<file path="config.mk">
export PLATFORM = sky130hd
export DESIGN_NAME = serial_add_ctrl
export DESIGN_NICKNAME = d
export VERILOG_FILES = /design/src/rtl/serial_add_ctrl.sv
export SDC_FILE = /design/constraint.sdc
export NUM_CORES = 1
export LEC_CHECK = 0
export BUFFER_PORTS_ARGS = -buffer_cell sky130_fd_sc_hd__buf_2
export CELL_PAD_IN_SITES_DETAIL_PLACEMENT = 1
export CELL_PAD_IN_SITES_GLOBAL_PLACEMENT = 1
export CORE_ASPECT_RATIO = 1.1
export CORE_MARGIN = 2
export CORE_UTILIZATION = 39
export CTS_BUF_LIST = sky130_fd_sc_hd__clkbuf_16
export DETAILED_ROUTE_END_ITERATION = 12
export PLACE_DENSITY_LB_ADDON = 0.25
export SLEW_MARGIN = 20
export SYNTH_ARGS = -nofsm -noshare
export SYNTH_HDL_FRONTEND = slang
export SYNTH_SLANG_ARGS = --single-unit
</file>
<file path="constraint.sdc">
create_clock -name clk_i -period 2.2 [get_ports clk_i]
set_clock_uncertainty 0.1 [all_clocks]
set_input_delay 0.11 -clock clk_i [delete_from_list [all_inputs] [get_ports clk_i]]
set_output_delay 0.11 -clock clk_i [all_outputs]
set_load 0.03 [all_outputs]
</file>
<file path="src/rtl/serial_add_ctrl.sv">
`default_nettype none
// ============================================================================
// Module   : serial_add_ctrl
// Purpose  : Bit-serial adder/subtractor. One full adder plus a carry
//            flip-flop processes one operand bit per clock, LSB first.
//            Subtraction is a + ~b + 1 (operand B inverted, carry seeded 1).
// Ports    : clk_i     - rising-edge clock
//            rst_ni    - asynchronous active-low reset
//            start_i   - begin an operation (ignored while busy)
//            sub_i     - 0 = add, 1 = subtract (sampled with start)
//            op_a_i    - operand A (sampled with start)
//            op_b_i    - operand B (sampled with start)
//            busy_o    - operation in progress (RUN or DONE)
//            done_o    - one-cycle pulse, result/cout/ovf valid
//            result_o  - sum / difference
//            cout_o    - carry out of the MSB (subtract: 1 = no borrow)
//            ovf_o     - two's-complement signed overflow
// Revision : 1.0 - initial release
// ============================================================================
module serial_add_ctrl #(
    parameter int WIDTH = 8
) (
    input  logic             clk_i,
    input  logic             rst_ni,
    input  logic             start_i,
    input  logic             sub_i,
    input  logic [WIDTH-1:0] op_a_i,
    input  logic [WIDTH-1:0] op_b_i,
    output logic             busy_o,
    output logic             done_o,
    output logic [WIDTH-1:0] result_o,
    output logic             cout_o,
    output logic             ovf_o
);

    localparam int              CW       = $clog2(WIDTH);
    localparam logic [CW-1:0]   LAST_IDX = CW'(WIDTH - 1);

    typedef enum logic [1:0] {
        S_IDLE = 2'd0,
        S_RUN  = 2'd1,
        S_DONE = 2'd2
    } state_t;

    state_t             state_q,  state_d;
    logic [WIDTH-1:0]   a_q,      a_d;
    logic [WIDTH-1:0]   b_q,      b_d;
    logic               carry_q,  carry_d;
    logic [CW-1:0]      cnt_q,    cnt_d;
    logic [WIDTH-1:0]   result_q, result_d;
    logic               cout_q,   cout_d;
    logic               ovf_q,    ovf_d;

    logic               w_a_bit;
    logic               w_b_bit;
    logic               w_sum;
    logic               w_carry;

    // Single-bit full adder on the current bit position
    assign w_a_bit = a_q[cnt_q];
    assign w_b_bit = b_q[cnt_q];
    assign w_sum   = w_a_bit ^ w_b_bit ^ carry_q;
    assign w_carry = (w_a_bit & w_b_bit) | (w_a_bit & carry_q) | (w_b_bit & carry_q);

    always_ff @(posedge clk_i or negedge rst_ni) begin
        if (!rst_ni) begin
            state_q  <= S_IDLE;
            a_q      <= '0;
            b_q      <= '0;
            carry_q  <= 1'b0;
            cnt_q    <= '0;
            result_q <= '0;
            cout_q   <= 1'b0;
            ovf_q    <= 1'b0;
        end else begin
            state_q  <= state_d;
            a_q      <= a_d;
            b_q      <= b_d;
            carry_q  <= carry_d;
            cnt_q    <= cnt_d;
            result_q <= result_d;
            cout_q   <= cout_d;
            ovf_q    <= ovf_d;
        end
    end

    always_comb begin
        state_d  = state_q;
        a_d      = a_q;
        b_d      = b_q;
        carry_d  = carry_q;
        cnt_d    = cnt_q;
        result_d = result_q;
        cout_d   = cout_q;
        ovf_d    = ovf_q;

        case (state_q)
            S_IDLE: begin
                if (start_i) begin
                    a_d      = op_a_i;
                    // Subtract as a + ~b + 1: invert B and seed the carry
                    b_d      = sub_i ? ~op_b_i : op_b_i;
                    carry_d  = sub_i;
                    cnt_d    = '0;
                    result_d = '0;
                    cout_d   = 1'b0;
                    ovf_d    = 1'b0;
                    state_d  = S_RUN;
                end
            end
            S_RUN: begin
                result_d[cnt_q] = w_sum;
                carry_d         = w_carry;
                if (cnt_q == LAST_IDX) begin
                    cout_d  = w_carry;
                    // carry_q is the carry into the MSB at this point
                    ovf_d   = carry_q ^ w_carry;
                    cnt_d   = '0;
                    state_d = S_DONE;
                end else begin
                    cnt_d   = cnt_q + CW'(1);
                end
            end
            S_DONE: begin
                state_d = S_IDLE;
            end
            default: begin
                state_d = S_IDLE;
            end
        endcase
    end

    assign busy_o   = (state_q != S_IDLE);
    assign done_o   = (state_q == S_DONE);
    assign result_o = result_q;
    assign cout_o   = cout_q;
    assign ovf_o    = ovf_q;

endmodule
`default_nettype wire
</file>
==> summary.md, run 1 <==
| Metric | Value |
|---|---|
| Num CTS Buffers | `5` |
| Post-route cell area | `2110 µm²` |
| Slew Limit Fails | `0` |
| I/O pin cnt | `32` |
| RSZ-0062 raised after global routing | `true` |
| Initial antenna violation count | `0` |
| Clk pin slew, worst setup/hold paths | `around 0.05 ns` |
| Gate Count Post-Synth | `134` |
| Clk pwr share | `18.9%` |
| Clock Sinks | `32` |
| Drc violations | `0` |
| Crit-path max FO | `8` |
| Routability Congestion | `0.766` |
| Setup TNS | `-0.758 ns` |
| GRT Total Usage | `between 10% and 20%` |
| DR vias/cell | `5.07` |
| Skew-Pair Late Insertion Delay | `0.28 ns` |
| Int Pwr | `between 0.002 and 0.0025 W` |
| Max-Cap Viols | `0` |
| Routed len/inst | `16.1 µm` |
| Synth top area share | `between 40% and 50%` |
| Post-Syn Nets | `157` |
| Area of all sequential standard cells | `802 µm²` |
| Die W | `between 60 and 70 µm` |
| Worst Slack Setup Final | `-0.114 ns` |
| Switching power share of the total | `37.2%` |
| Placeable Area | `3990 µm²` |
| Status | `finished with violations` |
| Area leader, netlist | `dfrtp_1` |
| Worst setup SP type | `flip-flop` |
| Hpwl dp | `between 2000 and 3000 µm` |
| Max Clk Rate | `0.432 GHz` |
| Worst-margin pin slew | `between 0.7 and 0.8 ns` |
| Fill count | `around 440` |
| Vias in the first global route | `1312` |
| WP buf/inv | `1` |
| Synth unique cells | `34` |
| Setup crit end kind | `flip-flop` |
| CP required | `2.26 ns` |
| Seq cells post-synth | `32` |
| Row cnt | `24` |
| Fin cells | `231` |
| Final net count | `202` |
| Failing checks | `negative setup slack` |
| Slew headroom | `51.5%` |
| Finish-stage setup viols | `8` |
| Cell leakage power | `0.958 nW` |
| Top Family by Delay on Critical Path | `multiplexers` |
| H-tree depth reported by CTS | `2` |
| Area Growth Syn to Fin | `28.8%` |
| Antenna viol nets, final | `0` |
| Layout cell share with drive strength beyond 1 | `between 40% and 50%` |
| 1st-iter DRT viols | `32` |
| Via count | `1171` |
| Crit path cell chain | `buf_12 -> nand2b_4 -> mux4_2 -> o221ai_2 -> fa_2 -> mux2_4` |
| Final min period | `2.31 ns` |
| WHS | `0.0231 ns` |
| Net switching power figure | `0.00126 W` |
| Post-DP Area | `1860 µm²` |
| Syn Std Cell Area | `1640 µm²` |
| Hold crit path type | `primary input to flip-flop` |
| GR Overflow Total | `0` |
| Top cells by area, synth | `dfrtp_1 49%, mux2_2 12%, xnor2_1 4.3%` |
| Antenna cells | `0` |
| Die area | `4730 µm²` |
| Clk root buf | `clkbuf_16` |
| Largest net degree at the start of global routing | `33` |
| Multi-input gate area | `roughly 800 µm²` |
| Reg power frac | `31.6%` |
| Final-report hold violation count | `0` |
| PD cells | `1610 nW/µm²` |
| Crit share post-route | `105%` |
| WS Path Type | `flip-flop to flip-flop` |
| Worst-case clock buffer depth | `2` |
| Arrival time at the worst endpoint | `2.37 ns` |
| CTS tree | `done` |
| Util after Layout | `52.8%` |
| Seq/Total Area, Yosys | `48.9%` |
| WL final | `3720 µm` |
| Max IR drop VDD | `0.000834 V` |
| Yosys warning count | `0` |
| Largest stage delay, worst path | `0.54 ns` |
| Dpl cells | `around 220` |
| Max stage delay cell, worst path | `fa_2` |
| DIE HEIGHT | `slightly above 70 µm` |
| Initial Utilization | `41.0%` |
| Gate power share | `49.5%` |
| Pre-Repair DR Iteration Count | `2` |
| Most frequent cells in the layout | `31 x dfrtp_1, 31 x buf_2, 12 x nor2_1, 12 x mux2_2` |
| Avg Inst Size Synth | `12.2 µm²` |
| Global-route wire length before repair | `6330 µm` |
| Port Buffers | `31` |
==> metal layers <==
| layer | global-route usage (%) | wire length, µm |
|---|---|---|
| met5 | 0 | 0 |
| met4 | 7.18 | 64 |
| met3 | 4.65 | 132 |
| met2 | 32.5 | 2040 |
| met1 | 20.1 | 1480 |
==> worst register-to-register path, stage by stage, from the launching register on <==
cell	delay [ns]
dfrtp_2	0.44
buf_12	0.14
nand2b_4	0.12
mux4_2	0.47
o221ai_2	0.09
fa_2	0.54
mux2_4	0.30
==> power groups by stage <==
stage                     registers (W)  logic (W)  clock network [W]
after floorplan                 0.00113    0.00113                  0
after global placement          0.00106    0.00154                  0
after detailed placement        0.00108    0.00162                  0
after CTS                       0.00108    0.00170           0.000660
after global routing            0.00111    0.00185           0.000688
final                           0.00107    0.00168           0.000643
==> cell type report <==
type / count / share of cell area, %
Clock inverter: 2 / 0.415
Tap cell: 52 / 3.09
Sequential cell: 32 / 38.0
Timing Repair Buffer: 47 / 14.7
Multi-Input combinational cell: 91 / 37.4
Clock buffer: 5 / 5.93
Inverter: 2 / 0.356
==> cells by family (layout without fill, tap and decap cells) <==
| kind of cell | Yosys count | after routing | synth area share (%) |
|---|---|---|---|
| AND/OR/NAND/NOR | 38 | 38 | 13.7 |
| adder cells (fa/ha/maj) | 3 | 3 | 2.75 |
| flip-flops | 32 | 32 | 48.9 |
| XOR/XNOR | 9 | 9 | 4.82 |
| multiplexers | 22 | 22 | 17.5 |
| AO/OA/AOI/OAI | 19 | 19 | 7.57 |
| buffers and inverters | 11 | 56 | 4.74 |
==> synth_stat cells <==
library cell	instances
o21bai_1	1
nor2b_1	7
fa_1	1
or2_2	1
nand2_1	5
ha_1	2
nand3b_1	3
and3b_1	2
mux4_2	1
nor3b_2	1
inv_1	2
a31o_2	1
xor2_1	1
xnor2_1	8
mux4_1	2
nand3_1	1
nand2b_1	1
a32o_1	1
buf_6	3
buf_2	2
o221ai_1	1
nor2_1	12
mux2i_1	2
o21ai_0	1
a21oi_1	10
a211oi_1	1
mux2_2	17
nor3b_4	1
clkbuf_1	1
buf_4	3
nor3b_1	3
nor3_1	1
a22o_1	3
dfrtp_1	32
==> through the flow <==
stage | total power [W] | setup WS, ns
6_report | 0.00339 | -0.114
5_1_grt | 0.00365 | -0.170
4_1_cts | 0.00344 | -0.131
3_5_place_dp | 0.00270 | -0.167
3_3_place_gp | 0.00260 | -0.101
2_1_floorplan | 0.00225 | 0.00827
==> flip-flops by register name, summed over array words and instances, names as in the netlist <==
name / flops
ovf_o: 1
carry_q: 1
cnt_q: 3
state_q: 2
b_q: 8
result_o: 8
cout_o: 1
a_q: 8
==> final timing paths <==
kind                       startpoint     endpoint  slack [ns]  cells past startpoint
min in group asynchronous      rst_ni  result_o[1]        0.33                      2
min reg2reg                     ovf_o        ovf_o        0.42                      1
max in group asynchronous      rst_ni     cnt_q[1]        1.16                      2
max                          cnt_q[1]  result_o[6]       -0.11                      6
min                         op_b_i[5]       b_q[5]        0.02                      3
max reg2reg                  cnt_q[1]  result_o[6]       -0.11                      6
==> timing repair <==
| item | CTS | global route |
|---|---|---|
| resized for setup | 5 | 1 |
| hold buffers | 9 | 0 |
| setup endpoints to repair | 9 | 10 |
| setup buffers | 0 | 0 |
| hold endpoints to repair | 40 | 0 |
| pin swaps | 2 | 1 |
(Power assumes the default switching activity.)
==> inputs of run 2 (changes only) <==
--- a/config.mk
+++ b/config.mk
@@ -6,11 +6,11 @@
 export NUM_CORES = 1
 export LEC_CHECK = 0
 export BUFFER_PORTS_ARGS = -buffer_cell sky130_fd_sc_hd__buf_2
-export CELL_PAD_IN_SITES_DETAIL_PLACEMENT = 1
-export CELL_PAD_IN_SITES_GLOBAL_PLACEMENT = 1
+export CELL_PAD_IN_SITES_DETAIL_PLACEMENT = 2
+export CELL_PAD_IN_SITES_GLOBAL_PLACEMENT = 2
 export CORE_ASPECT_RATIO = 1.1
 export CORE_MARGIN = 2
-export CORE_UTILIZATION = 39
+export CORE_UTILIZATION = 32
 export CTS_BUF_LIST = sky130_fd_sc_hd__clkbuf_16
 export DETAILED_ROUTE_END_ITERATION = 12
 export PLACE_DENSITY_LB_ADDON = 0.25
==> run 2 against run 1 <==
Net effect:
- the flow still finishes with violations (negative setup slack)
- routed wire length grew 5.6%
- cell area fell by 0.12%
- via count decreased by 0.43%
- final cell count up 2.6%
- combinational power hardly changed
- hold slack gained 0.0058 ns
- non-clock buffer count rose by 2
- maximum frequency is 2.0% lower
- power is 0.60% higher
- critical path type unchanged
- largest power group unchanged
- highest routed layer unchanged
==> summary.md, run 2 (synthesis results as in run 1) <==
| Metric | Value |
|---|---|
| Dpl cells | `221 (was 215)` |
| Clk pin slew, worst setup/hold paths | `0.05 ns (about the same)` |
| Reg2reg end | `result_o[6] (unchanged)` |
| R2r setup slk | `-0.16 ns (was -0.11 ns)` |
| Cells on worst reg2reg path | `6 (unchanged)` |
| Final min period | `2.36 ns (was 2.31 ns)` |
| WS Path Type | `flip-flop to flip-flop (unchanged)` |
| GR Overflow Total | `0 (unchanged)` |
| Routability Congestion | `0.696 (was 0.766)` |
| Area Growth Syn to Fin | `28.7% (was 28.8%)` |
| DR vias/cell | `4.92 (was 5.07)` |
| Antenna viol nets, final | `0 (unchanged)` |
| Port Buffers | `31 (unchanged)` |
| Vias in the first global route | `1340 (was 1312)` |
| Clk root buf | `clkbuf_16 (unchanged)` |
| RSZ-0062 raised after global routing | `true (unchanged)` |
| Die area | `5700 µm² (was 4730 µm²)` |
| Most frequent cells in the layout | `31 x dfrtp_1, 31 x buf_2, 14 x mux2_2 (was 31 x dfrtp_1, 31 x buf_2, 12 x nor2_1, 12 x mux2_2)` |
| Drc violations | `0 (unchanged)` |
| Worst-margin pin slew | `0.751 ns (was 0.728 ns)` |
| Placeable Area | `4970 µm² (was 3990 µm²)` |
| Setup crit end | `result_o[6] (unchanged)` |
| Max-Cap Viols | `0 (unchanged)` |
| H-tree depth reported by CTS | `2 (unchanged)` |
| Initial antenna violation count | `0 (unchanged)` |
| 1st-iter DRT viols | `22 (was 32)` |
| Max stage delay cell, worst path | `fa_2 (unchanged)` |
| Hpwl dp | `2760 µm (was 2660 µm)` |
| Worst Slack Setup Final | `-0.161 ns (was -0.114 ns)` |
| Row cnt | `27 (was 24)` |
| Largest net degree at the start of global routing | `34 (was 33)` |
| Post-DP Area | `1860 µm² (about the same)` |
| WL final | `3930 µm (was 3720 µm)` |
| PD cells | `1620 nW/µm² (was 1610 nW/µm²)` |
| CP required | `2.25 ns (was 2.26 ns)` |
| Routed len/inst | `16.6 µm (was 16.1 µm)` |
| DIE HEIGHT | `79.0 µm (was 71.9 µm)` |
| Crit path cell chain | `buf_6 -> mux2i_1 -> mux4_2 -> o221ai_2 -> fa_2 -> mux2_4 (was buf_12 -> nand2b_4 -> mux4_2 -> o221ai_2 -> fa_2 -> mux2_4)` |
| Final-report hold violation count | `0 (unchanged)` |
| Setup crit end kind | `flip-flop (unchanged)` |
| Worst r2r src | `cnt_q[1] (unchanged)` |
| Worst-case clock buffer depth | `2 (unchanged)` |
| Antenna cells | `0 (unchanged)` |
| GRT Total Usage | `15.5% (was 18.1%)` |
| Arrival time at the worst endpoint | `2.41 ns (was 2.37 ns)` |
| Crit share post-route | `107% (was 105%)` |
| Global-route wire length before repair | `6740 µm (was 6330 µm)` |
| Tot Pwr | `0.00341 W (was 0.00339 W)` |
| CTS tree | `done (unchanged)` |
| Max Clk Rate | `0.423 GHz (was 0.432 GHz)` |
| Worst setup SP type | `flip-flop (unchanged)` |
| Crit-path max FO | `8 (unchanged)` |
| Status | `finished with violations (unchanged)` |
| Final net count | `204 (was 202)` |
| Via count | `1166 (was 1171)` |
| Num CTS Buffers | `5 (unchanged)` |
| Cell leakage power | `0.949 nW (was 0.958 nW)` |
| Slew Limit Fails | `0 (unchanged)` |
| Finish-stage setup viols | `10 (was 8)` |
| Clock Sinks | `32 (unchanged)` |
| Pre-Repair DR Iteration Count | `3 (was 2)` |
| Util after Layout | `42.4% (was 52.8%)` |
| Post-route cell area | `2110 µm² (about the same)` |
| Crit path launch | `cnt_q[1] (unchanged)` |
| I/O pin cnt | `32 (unchanged)` |
| CP Depth | `6 (unchanged)` |
| Largest stage delay, worst path | `0.54 ns (about the same)` |
| Failing checks | `negative setup slack (unchanged)` |
| WP buf/inv | `1 (unchanged)` |
| Initial Utilization | `33.0% (was 41.0%)` |
| Slew headroom | `49.9% (was 51.5%)` |
| Skew-Pair Late Insertion Delay | `0.27 ns (was 0.28 ns)` |
| Max IR drop VDD | `0.000611 V (was 0.000834 V)` |
| Top Family by Delay on Critical Path | `multiplexers (unchanged)` |
| Hold crit path type | `primary input to flip-flop (unchanged)` |
| Fin cells | `237 (was 231)` |
| Die W | `72.2 µm (was 65.8 µm)` |
| Layout cell share with drive strength beyond 1 | `40.8% (unchanged)` |
-- run 2: metrics by stage --
| stage | setup TNS, ns | hold WS [ns] | worst slack [ns] |
|---|---|---|---|
| after floorplan | 0 | -0.286 | 0.00827 |
| after global placement | -1.02 | 0.0986 | -0.127 |
| after detailed placement | -2.32 | 0.130 | -0.269 |
| after CTS | -1.50 | 0.0229 | -0.179 |
| after global routing | -2.00 | 0.0464 | -0.232 |
| final | -1.32 | 0.0289 | -0.161 |
-- run 2: power breakdown --
| part | internal (W) | switching, W |
|---|---|---|
| Sequential | 0.000865 | 0.000221 |
| Clock | 0.000398 | 0.000220 |
| Combinational | 0.000888 | 0.000823 |
| Total | 0.00215 | 0.00126 |
-- run 2: worst min path at each step --
stage,depth (start not counted),slack [ns],from,end
2_1_floorplan,0,-0.29,rst_ni,a_q[0]
3_3_place_gp,1,0.1,rst_ni,result_o[2]
3_5_place_dp,1,0.13,rst_ni,result_o[2]
4_1_cts,3,0.02,op_b_i[5],b_q[5]
5_1_grt,3,0.05,op_b_i[6],b_q[6]
6_report,3,0.03,op_b_i[6],b_q[6]
-- run 2: area by class of cell --
cell class / count / area [µm²]
fill: 524 / 2860
sequential: 32 / 802
multi-input combinational: 91 / 774
timing repair buffer: 49 / 324
clock buffer: 5 / 125
tap: 58 / 72.6
inverter: 2 / 7.51
-- run 2: worst reg2reg max path: stages (launching register included) --
cell      delay [ns]
dfrtp_2         0.47
buf_6           0.15
mux2i_1         0.12
mux4_2          0.48
o221ai_2        0.09
fa_2            0.54
mux2_4          0.30
-- run 2: layer usage --
layer	track usage, %	up-vias	part of all wire [%]
met3	3.43	2	3.4
met1	18.7	583	43
li1	-	558	-
met2	27.5	23	54
met5	0	-	0
met4	4.53	0	0.33
-- run 2: timing repair --
| action | 4_1_cts | 5_1_grt |
|---|---|---|
| buffers inserted | 2 | 0 |
| hold buffers | 9 | 0 |
| endpoints found under the setup margin | 11 | 11 |
| hold endpoints to repair | 40 | 0 |
| resized for setup | 5 | 2 |
| pin swaps | 3 | 2 |
